$ cat src/rtl/sev_seg_capture_if.sv
// Scanned seven-segment display bus: one-hot active-low digit select
// plus active-low segment pattern {a,b,c,d,e,f,g}.
interface sev_seg_capture_if;
  logic [3:0] sel;
  logic [6:0] sev_seg;

  modport master (
    output sel,
    output sev_seg
  );

  modport slave (
    input sel,
    input sev_seg
  );
endinterface

$ cat src/rtl/sev_seg_capture.sv
// Receive-side decoder for the multiplexed 4-digit seven-segment bus:
// glitch filter, pattern-to-BCD decode and frame assembly.
module sev_seg_capture #(
  parameter int SETTLE  = 4,
  parameter int TIMEOUT = 100000
) (
  input  logic             clk,
  input  logic             clear_n,
  sev_seg_capture_if.slave bus,
  output logic [15:0]      digits,
  output logic             frame_valid,
  output logic             seg_err,
  output logic             err_sticky,
  output logic             stale
);

  localparam int CW = $clog2(SETTLE + 1);
  localparam int TW = $clog2(TIMEOUT + 1);
  localparam logic [CW-1:0] CNT_LAST = CW'(SETTLE - 1);
  localparam logic [CW-1:0] CNT_ONE  = CW'(1);
  localparam logic [TW-1:0] TO_MAX   = TW'(TIMEOUT);
  localparam logic [TW-1:0] TO_LAST  = TW'(TIMEOUT - 1);

  typedef enum logic [1:0] {
    IDLE,
    SETL,
    HOLD
  } state_t;

  state_t        state;
  logic [3:0]    sel_q;
  logic [6:0]    seg_q;
  logic [3:0]    snap_sel;
  logic [6:0]    snap_seg;
  logic [CW-1:0] cnt;
  logic [TW-1:0] tcnt;
  logic [3:0]    seen;
  logic [3:0]    slot [4];
  logic          err_p;

  logic       legal;
  logic [1:0] idx;
  logic       seg_ok;
  logic [3:0] bcd;
  logic       same;
  logic       start;
  logic       accept;
  logic       good;
  logic       commit;
  logic       tmo;

  always_comb begin
    legal = 1'b0;
    idx   = 2'd0;
    case (sel_q)
      4'b1110: begin legal = 1'b1; idx = 2'd0; end
      4'b1101: begin legal = 1'b1; idx = 2'd1; end
      4'b1011: begin legal = 1'b1; idx = 2'd2; end
      4'b0111: begin legal = 1'b1; idx = 2'd3; end
      default: ;
    endcase
  end

  always_comb begin
    seg_ok = 1'b1;
    bcd    = 4'd0;
    case (seg_q)
      7'h01:   bcd = 4'd0;
      7'h4F:   bcd = 4'd1;
      7'h12:   bcd = 4'd2;
      7'h06:   bcd = 4'd3;
      7'h4C:   bcd = 4'd4;
      7'h24:   bcd = 4'd5;
      7'h20:   bcd = 4'd6;
      7'h0F:   bcd = 4'd7;
      7'h00:   bcd = 4'd8;
      7'h04:   bcd = 4'd9;
      default: seg_ok = 1'b0;
    endcase
  end

  // A new dwell starts on any legal sample that is not the current snapshot.
  assign same   = {sel_q, seg_q} == {snap_sel, snap_seg};
  assign start  = legal && ((state == IDLE) || !same);
  assign accept = (start && (SETTLE == 1)) ||
                  ((state == SETL) && same && (cnt == CNT_LAST));
  assign good   = accept && seg_ok;
  assign commit = seen == 4'hF;
  assign tmo    = !accept && (tcnt == TO_LAST);

  always_ff @(posedge clk) begin
    if (!clear_n) begin
      state       <= IDLE;
      sel_q       <= 4'hF;
      seg_q       <= 7'h7F;
      snap_sel    <= 4'hF;
      snap_seg    <= 7'h7F;
      cnt         <= '0;
      tcnt        <= '0;
      seen        <= 4'h0;
      slot        <= '{default: 4'h0};
      err_p       <= 1'b0;
      digits      <= 16'h0000;
      frame_valid <= 1'b0;
      seg_err     <= 1'b0;
      err_sticky  <= 1'b0;
      stale       <= 1'b0;
    end else begin
      sel_q <= bus.sel;
      seg_q <= bus.sev_seg;

      if (start) begin
        snap_sel <= sel_q;
        snap_seg <= seg_q;
        cnt      <= CNT_ONE;
        state    <= accept ? HOLD : SETL;
      end else if (state == SETL) begin
        if (!same) begin
          state <= IDLE;
        end else if (accept) begin
          state <= HOLD;
        end else begin
          cnt <= cnt + 1'b1;
        end
      end else if ((state == HOLD) && !same) begin
        state <= IDLE;
      end

      if (good) begin
        slot[idx] <= bcd;
      end
      seen <= ((commit || tmo) ? 4'h0 : seen) |
              (good ? (4'b0001 << idx) : 4'h0);

      err_p   <= accept && !seg_ok;
      seg_err <= err_p;
      if (err_p) begin
        err_sticky <= 1'b1;
      end

      frame_valid <= commit;
      if (commit) begin
        digits <= {slot[3], slot[2], slot[1], slot[0]};
      end

      if (accept) begin
        tcnt <= '0;
      end else if (tcnt != TO_MAX) begin
        tcnt <= tcnt + 1'b1;
      end

      if (commit) begin
        stale <= 1'b0;
      end else if (tmo) begin
        stale <= 1'b1;
      end
    end
  end

endmodule

$ cat src/flat_wrapper.sv
// flat-port wrapper written by rule: the top's interface ports become plain ports
module sev_seg_capture_flat 
#(
  parameter int SETTLE  = 4,
  parameter int TIMEOUT = 100000
)
  (clk, clear_n, digits, frame_valid, seg_err, err_sticky, stale, bus_sel, bus_sev_seg);
  sev_seg_capture_if bus_i ();
  input  logic clk;
  input  logic clear_n;
  output logic [15:0] digits;
  output logic frame_valid;
  output logic seg_err;
  output logic err_sticky;
  output logic stale;
  input wire logic [$bits(bus_i.sel)-1:0] bus_sel;
  input wire logic [$bits(bus_i.sev_seg)-1:0] bus_sev_seg;
  assign bus_i.sel = bus_sel;
  assign bus_i.sev_seg = bus_sev_seg;
  sev_seg_capture #(.SETTLE(SETTLE), .TIMEOUT(TIMEOUT)) u_core (.clk(clk), .clear_n(clear_n), .bus(bus_i), .digits(digits), .frame_valid(frame_valid), .seg_err(seg_err), .err_sticky(err_sticky), .stale(stale));
endmodule
$ cat config.mk
export PLATFORM = sky130hd
export DESIGN_NAME = sev_seg_capture_flat
export DESIGN_NICKNAME = d
export VERILOG_FILES = /design/src/rtl/sev_seg_capture_if.sv /design/src/rtl/sev_seg_capture.sv /design/src/flat_wrapper.sv
export SDC_FILE = /design/constraint.sdc
export NUM_CORES = 1
export LEC_CHECK = 0
export CELL_PAD_IN_SITES_DETAIL_PLACEMENT = 1
export CELL_PAD_IN_SITES_GLOBAL_PLACEMENT = 2
export CORE_ASPECT_RATIO = 1.25
export CORE_MARGIN = 2
export CORE_UTILIZATION = 35
export CTS_CLUSTER_DIAMETER = 150
export CTS_CLUSTER_SIZE = 14
export DETAILED_ROUTE_END_ITERATION = 8
export PLACE_DENSITY_LB_ADDON = 0.2
export SYNTH_ARGS = -nofsm -noshare
export SYNTH_HDL_FRONTEND = slang
export SYNTH_SLANG_ARGS = --single-unit
$ cat constraint.sdc
create_clock -name clk -period 2.61 [get_ports clk]
set_input_delay 0.261 -clock clk [delete_from_list [all_inputs] [get_ports clk]]
set_output_delay 0.261 -clock clk [all_outputs]
set_load 0.05 [all_outputs]
Yosys cells after proc, flatten, opt, wreduce, memory -nomap -nowiden. Index checks and enable logic that the tools add are counted.

Flip-flop bits (word level): 85. Word-level logic and storage cells: 95. Output and inout port bits: 20.

$lt $le $gt $ge: 2. Add/subtract/negate cells: 2. Equal/unequal tests: 22. Reduce and logical (&&, ||, !) cells: 26. Bitwise operators: 4. Multiplexer cells: 19. Shift-type cells: 1.

Operators by type and width (count): $pmux W4 S9 (1); $add A17 B1 Y17 const B (1); $eq A17 B17 Y1 const B (1); $ne A17 B17 Y1 const B (1); $bwmux W16 (1); $eq A4 B4 Y1 const B (4); $eq A7 B3 Y1 const B (2); $eq A7 B6 Y1 const B (2); $eq A7 B7 Y1 const B (2); $mux W2 (6); $mux W4 (3); $eq A11 B11 Y1 (1); $reduce_or A10 Y1 (1); $demux W4 S2 (1); $logic_and A1 B1 Y1 (8); $eq A7 B1 Y1 const B (1); $eq A7 B4 Y1 const B (1); $eq A7 B5 Y1 const B (1); $logic_not A7 Y1 (1); $mux W1 (6); $pmux W2 S3 (1); $reduce_and A3 Y1 (2); $reduce_or A2 Y1 (3); $eq A4 B3 Y1 const B (1); 19 further kinds (24).

Depth between registers and ports, before layout. Gate-level depths: netlist of the first run.

Depth after elaboration: 8. Mapped depth: 7. Depth with buffers taken out: 7.

Worst setup path before layout of the first run. Ideal clock, no wire load.

Path kind: register to register. Start point: register u_core.seg_q[1]. End point: register u_core.cnt[1]. Slack: 0.507 ns. Cell stages (with the launch flop): 7. Data required time: 2.494 ns. Period minus slack after synthesis: 2.103 ns. Data arrival time: 1.987 ns. Cells stage by stage: dfxtp_1 > clkbuf_1 > xor2_1 > or4_4 > nor4_4 > mux2_2 > and3_1.

Cells in the longest elaborated chain, start to end: 5.

Ends and longest elaborated chain: from (decl) (line sev_seg_capture.sv:32) `logic [6:0] seg_q;`; from (signal assigned) (line sev_seg_capture.sv:110) `seg_q <= bus.sev_seg;`; $eq A11 B11 Y1 (*) (line sev_seg_capture.sv:83) `assign same = {sel_q, seg_q} == {snap_sel, snap_seg};`; $logic_and A1 B1 Y1 / $logic_not A1 Y1 (equally long branches) (line sev_seg_capture.sv:86, sev_seg_capture.sv:84); $logic_and A1 B1 Y1 / $logic_or A1 B1 Y1 (equally long branches) (line sev_seg_capture.sv:86, sev_seg_capture.sv:84); $not A1 Y1 (no source line) / $logic_and A1 B1 Y1 (equally long branches); $reduce_and A3 Y1 (no source line) / $reduce_or A2 Y1 (equally long branches); to (signal assigned) (line sev_seg_capture.sv:123) `cnt <= cnt + 1'b1;`; to (decl) (line sev_seg_capture.sv:35) `logic [CW-1:0] cnt;`.

Mark *: on every way between the ends. The rest lies on a longest branch, timed or not. A chain may end at the register's enable or synchronous reset.

Final worst setup path of the first run.
Start point: register u_core.seg_q[5]. End point: register u_core.cnt[1].

The elaborated chain is that of the path after synthesis.

==> results.md, run 1 <==
GRT
• **vias in the first global route** 2,874
• **largest net degree at the start of global routing** 29
• **global-route usage over all layers** 16.3%
• **antenna violations before repair** 0
• **wire length of the first global-routing pass** 14,100 um
• **total global routing overflow** 0

Worst setup path
• **kind of launch point of the worst setup path** register
• **number of buffers and inverters on the critical path** 0
• **series of cell instances along the critical path** xor2_1 > or4_4 > nor4_4 > mux2_2 > and3_1
• **R2R Setup Slk** 380 ps
• **kind of cell adding the most delay to the critical path** simple AND/OR/NAND/NOR gates
• **arrival time worst endpoint** 2460 ps
• **stage delay of the slowest cell on the critical path** 610 ps
• **cell with the largest stage delay on the worst path** sky130_fd_sc_hd__or4_4
• **Setup crit end kind** register
• **critical register-to-register path endpoint** u_core.cnt[1]
• **Required @ worst endpoint** 2840 ps
• **worst-case reg-to-reg path depth** 5
• **reg-to-reg critical path startpoint** u_core.seg_q[5]
• **critical path class** register to register
• **worst-path maximum fanout** 7

Finish
• **ant diodes** 0
• **filler cell count** 1,190
• **area of all sequential standard cells** 1700 um2
• **share of the core filled with cells in the final layout** 43.3%
• **area of the multi-input gates** 1750 um2
• **share of layout cells above drive strength 1** 9.38%
• **area added between synthesis and finish** 20.6%
• **number of nets in the layout** 449

Clock tree
• **total setup buffers inserted after CTS** 0
• **hold-fix buffer count after cts** 0
• **clock edge transition at the registers on the reported setup and hold paths** 60 ps
• **Inserted Clock Buffers** 9
• **master cell of the clock root buffer** sky130_fd_sc_hd__clkbuf_16
• **count of clock tree sinks** 85
• **clock insertion delay at the later pin of the skew report** 330 ps
• **# resized after CTS** 0
• **CTS tree** built
• **H-Tree Level Count** 3
• **clk buf depth** 2

Power
• **leakage power total** 1.68 nW
• **worst IR drop on VDD** 0.350 mV
• **Cell Pwr Density** 639 nW/um2

Timing
• **Hold Violations, Final** 0
• **Worst Tran Pin Value** 639 ps
• **setup skew after layout** 5.48 ps
• **RSZ-0062 raised after global routing** no
• **final setup fails** 0
• **part of the cycle the worst path needs** 85.5%
• **fmax** 448 MHz
• **Min Hold Slack** 454 ps
• **final number of max-transition violations** 0
• **crit path time final** 2230 ps
• **worst rel slew slack** 57.3%
• **setup total negative slack** 0 ps

Floorplanning
• **placement row count** 41
• **standard cell core area** 10,100 um2
• **ports placed on the boundary** 33
• **die boundary width** 94.8 um
• **die area** 11,100 um2
• **Initial Utilization** 35.9%
• **Die Y-Extent** 118 um

Drt
• **total number of vias** 2,832
• **1st-pass router iterations** 4
• **final wirelength** 8450 um
• **drc violations** 0
• **routed len/inst** 14.9 um
• **detail-routed via count per cell** 5.00
• **initial DRC count** 62
• **number of nets still failing antenna checks after routing** 0

Synth
• **area share of the leading cell type in the synthesized netlist** 47.2%
• **synth warn** 0
• **average footprint of a synthesized cell** 9.02 um2
• **cell types with the largest area share after synthesis** sky130_fd_sc_hd__dfxtp_1, sky130_fd_sc_hd__nand2_1, sky130_fd_sc_hd__mux2i_1
• **gate count after technology mapping** 400
• **ys flop type** sky130_fd_sc_hd__dfxtp_1
• **combined area of all synthesized cells** 3610 um2
• **most frequent cell after synthesis** sky130_fd_sc_hd__dfxtp_1
• **fraction of the mapped netlist area in simple logic gates** 24.3%
• **top post-synthesis cells by count** sky130_fd_sc_hd__dfxtp_1, sky130_fd_sc_hd__nand2_1, sky130_fd_sc_hd__nor2_1
• **Net Count, Synth** 417
• **library cells used by synthesis** 47
• **adder and majority cell fraction of the synthesized area** 1.39%
• **leading area contributor after synthesis** sky130_fd_sc_hd__dfxtp_1
• **main combinational cell family by area after synthesis** simple AND/OR/NAND/NOR gates
• **fraction of the yosys area taken by sequential cells** 47.2%
• **count of flip-flops with a built-in enable after synthesis** 0
• **synthesized flop and latch total** 85
• **async set-reset flop share out of synthesis** 0%
• **compound-cell area share of the yosys netlist** 10.5%
• **xor/xnor cell area share of the yosys netlist** 6.80%
• **share of cell area taken by muxes after synthesis** 5.58%

Min path
• **launch point of the worst hold path** u_core.digits[13]
• **number of cells on the worst hold path** 2
• **Worst Hold Endpoint** u_core.digits[13]
• **Min-Delay Path Class** register to register

Place
• **placer congestion estimate** 0.813
• **DP HPWL** 6250 um
• **IO buf count** 32

Run
• **reported max-cap violation count** 0

Run status
• **status** completed

==> report_power, final <==
| part | switching [mW] | internal, mW |
|---|---|---|
| sequential | 0.0358 | 1.33 |
| combinational | 0.126 | 0.0921 |
| clock | 0.503 | 0.692 |
| total | 0.665 | 2.12 |
==> sequential cells by signal (all words and copies together), names as in the netlist <==
register and count:
u_core.state 2, u_core.seg_q 7, u_core.err_p 1, u_core.tcnt 17
u_core.snap_sel 4, u_core.digits 16, u_core.cnt 3, u_core.slot 16
u_core.stale 1, u_core.err_sticky 1, u_core.seen 4, u_core.sel_q 4
u_core.snap_seg 7, u_core.frame_valid 1, u_core.seg_err 1
==> through the flow <==
stage	cells	setup WS, ps	power [mW]	instance area (um2)
2_1_floorplan	400	507	1.54	3610
3_3_place_gp	550	428	1.61	4070
3_5_place_dp	550	383	1.62	4070
4_1_cts	566	371	2.83	4350
5_1_grt	566	237	2.91	4350
6_report	566	377	2.78	4350
==> worst max path at each step <==
| stage | start | endpoint | slack, ps | cells after the start |
|---|---|---|---|---|
| 2_1_floorplan | u_core.seg_q[1] | u_core.cnt[1] | 510 | 6 |
| 3_3_place_gp | u_core.seg_q[5] | u_core.cnt[1] | 430 | 5 |
| 3_5_place_dp | u_core.seg_q[5] | u_core.cnt[1] | 380 | 5 |
| 4_1_cts | u_core.seg_q[5] | u_core.cnt[1] | 370 | 5 |
| 5_1_grt | u_core.seg_q[5] | u_core.seen[1] | 240 | 5 |
| 6_report | u_core.seg_q[5] | u_core.cnt[1] | 380 | 5 |
==> cells by family after synthesis <==
kind of cell	count (synthesis)
DFF	85
and+or+nand+nor	166
buffers and inverters	37
adders and majority gates	4
muxes	20
xor gates and xnor gates	28
AOI/OAI and AO/OA	60
==> routing by layer <==
metal | global-route usage [%] | routed length (um)
met5 | 0 | 0
met2 | 28.9 | 4560
met1 | 18.8 | 3570
met4 | 4.89 | 112
met3 | 4.48 | 200
==> cells in the final DEF (no fill, tap or decap), types with 2 or more instances in the layout <==
cell type,instances
sky130_fd_sc_hd__xor2_1,19
sky130_fd_sc_hd__inv_1,16
sky130_fd_sc_hd__a22o_1,2
sky130_fd_sc_hd__or4_4,3
sky130_fd_sc_hd__dfxtp_1,85
sky130_fd_sc_hd__and3_1,4
sky130_fd_sc_hd__nor3b_1,2
sky130_fd_sc_hd__nor4_1,6
sky130_fd_sc_hd__clkbuf_8,2
sky130_fd_sc_hd__nand2_1,64
sky130_fd_sc_hd__o21ai_0,15
sky130_fd_sc_hd__o211ai_1,10
sky130_fd_sc_hd__ha_1,4
sky130_fd_sc_hd__a21o_1,2
sky130_fd_sc_hd__nor4_4,2
sky130_fd_sc_hd__nor3_1,9
sky130_fd_sc_hd__nor2b_1,2
sky130_fd_sc_hd__and4_1,2
sky130_fd_sc_hd__clkinv_2,3
sky130_fd_sc_hd__clkdlybuf4s50_1,32
sky130_fd_sc_hd__a21oi_1,21
sky130_fd_sc_hd__clkbuf_16,9
sky130_fd_sc_hd__nor4b_1,2
sky130_fd_sc_hd__nand2b_1,13
sky130_fd_sc_hd__mux2i_1,19
sky130_fd_sc_hd__a2bb2o_1,2
sky130_fd_sc_hd__or3_1,2
sky130_fd_sc_hd__nand3_2,4
sky130_fd_sc_hd__a2bb2oi_1,2
sky130_fd_sc_hd__nand4_1,4
sky130_fd_sc_hd__nand3_1,14
sky130_fd_sc_hd__xnor2_1,9
sky130_fd_sc_hd__buf_4,10
sky130_fd_sc_hd__or4_1,3
sky130_fd_sc_hd__nor2_1,24
==> cell type report <==
class / instances / area share (%)
flip-flops and latches: 85 / 39.1
clock buffers: 12 / 5.90
repair buffers: 42 / 9.09
well taps: 129 / 3.71
multi-input cells: 278 / 40.3
clock inverters: 4 / 0.518
inverters: 16 / 1.38
==> worst min-delay path, delay by kind of cell (launching register included) <==
kind | cells | cell delay (ps)
flops | 1 | 310
compound gates | 1 | 50
simple gates | 1 | 50
(Power assumes the default switching activity.)
==> inputs of run 2 (changes only) <==
--- a/config.mk
+++ b/config.mk
@@ -10,7 +10,6 @@
 export CORE_ASPECT_RATIO = 1.25
 export CORE_MARGIN = 2
 export CORE_UTILIZATION = 35
-export CTS_CLUSTER_DIAMETER = 150
 export CTS_CLUSTER_SIZE = 14
 export DETAILED_ROUTE_END_ITERATION = 8
 export PLACE_DENSITY_LB_ADDON = 0.2
==> results of run 2 <==
The final DEF is identical to that of run 1; final timing and power are the same.
==> inputs of run 3 (changes only) <==
--- a/config.mk
+++ b/config.mk
@@ -12,6 +12,7 @@
 export CORE_UTILIZATION = 35
 export CTS_CLUSTER_SIZE = 14
 export DETAILED_ROUTE_END_ITERATION = 8
+export GPL_ROUTABILITY_DRIVEN = 0
 export PLACE_DENSITY_LB_ADDON = 0.2
 export SYNTH_ARGS = -nofsm -noshare
 export SYNTH_HDL_FRONTEND = slang
==> results of run 3 <==
The final DEF is identical to that of run 1; final timing and power are the same.
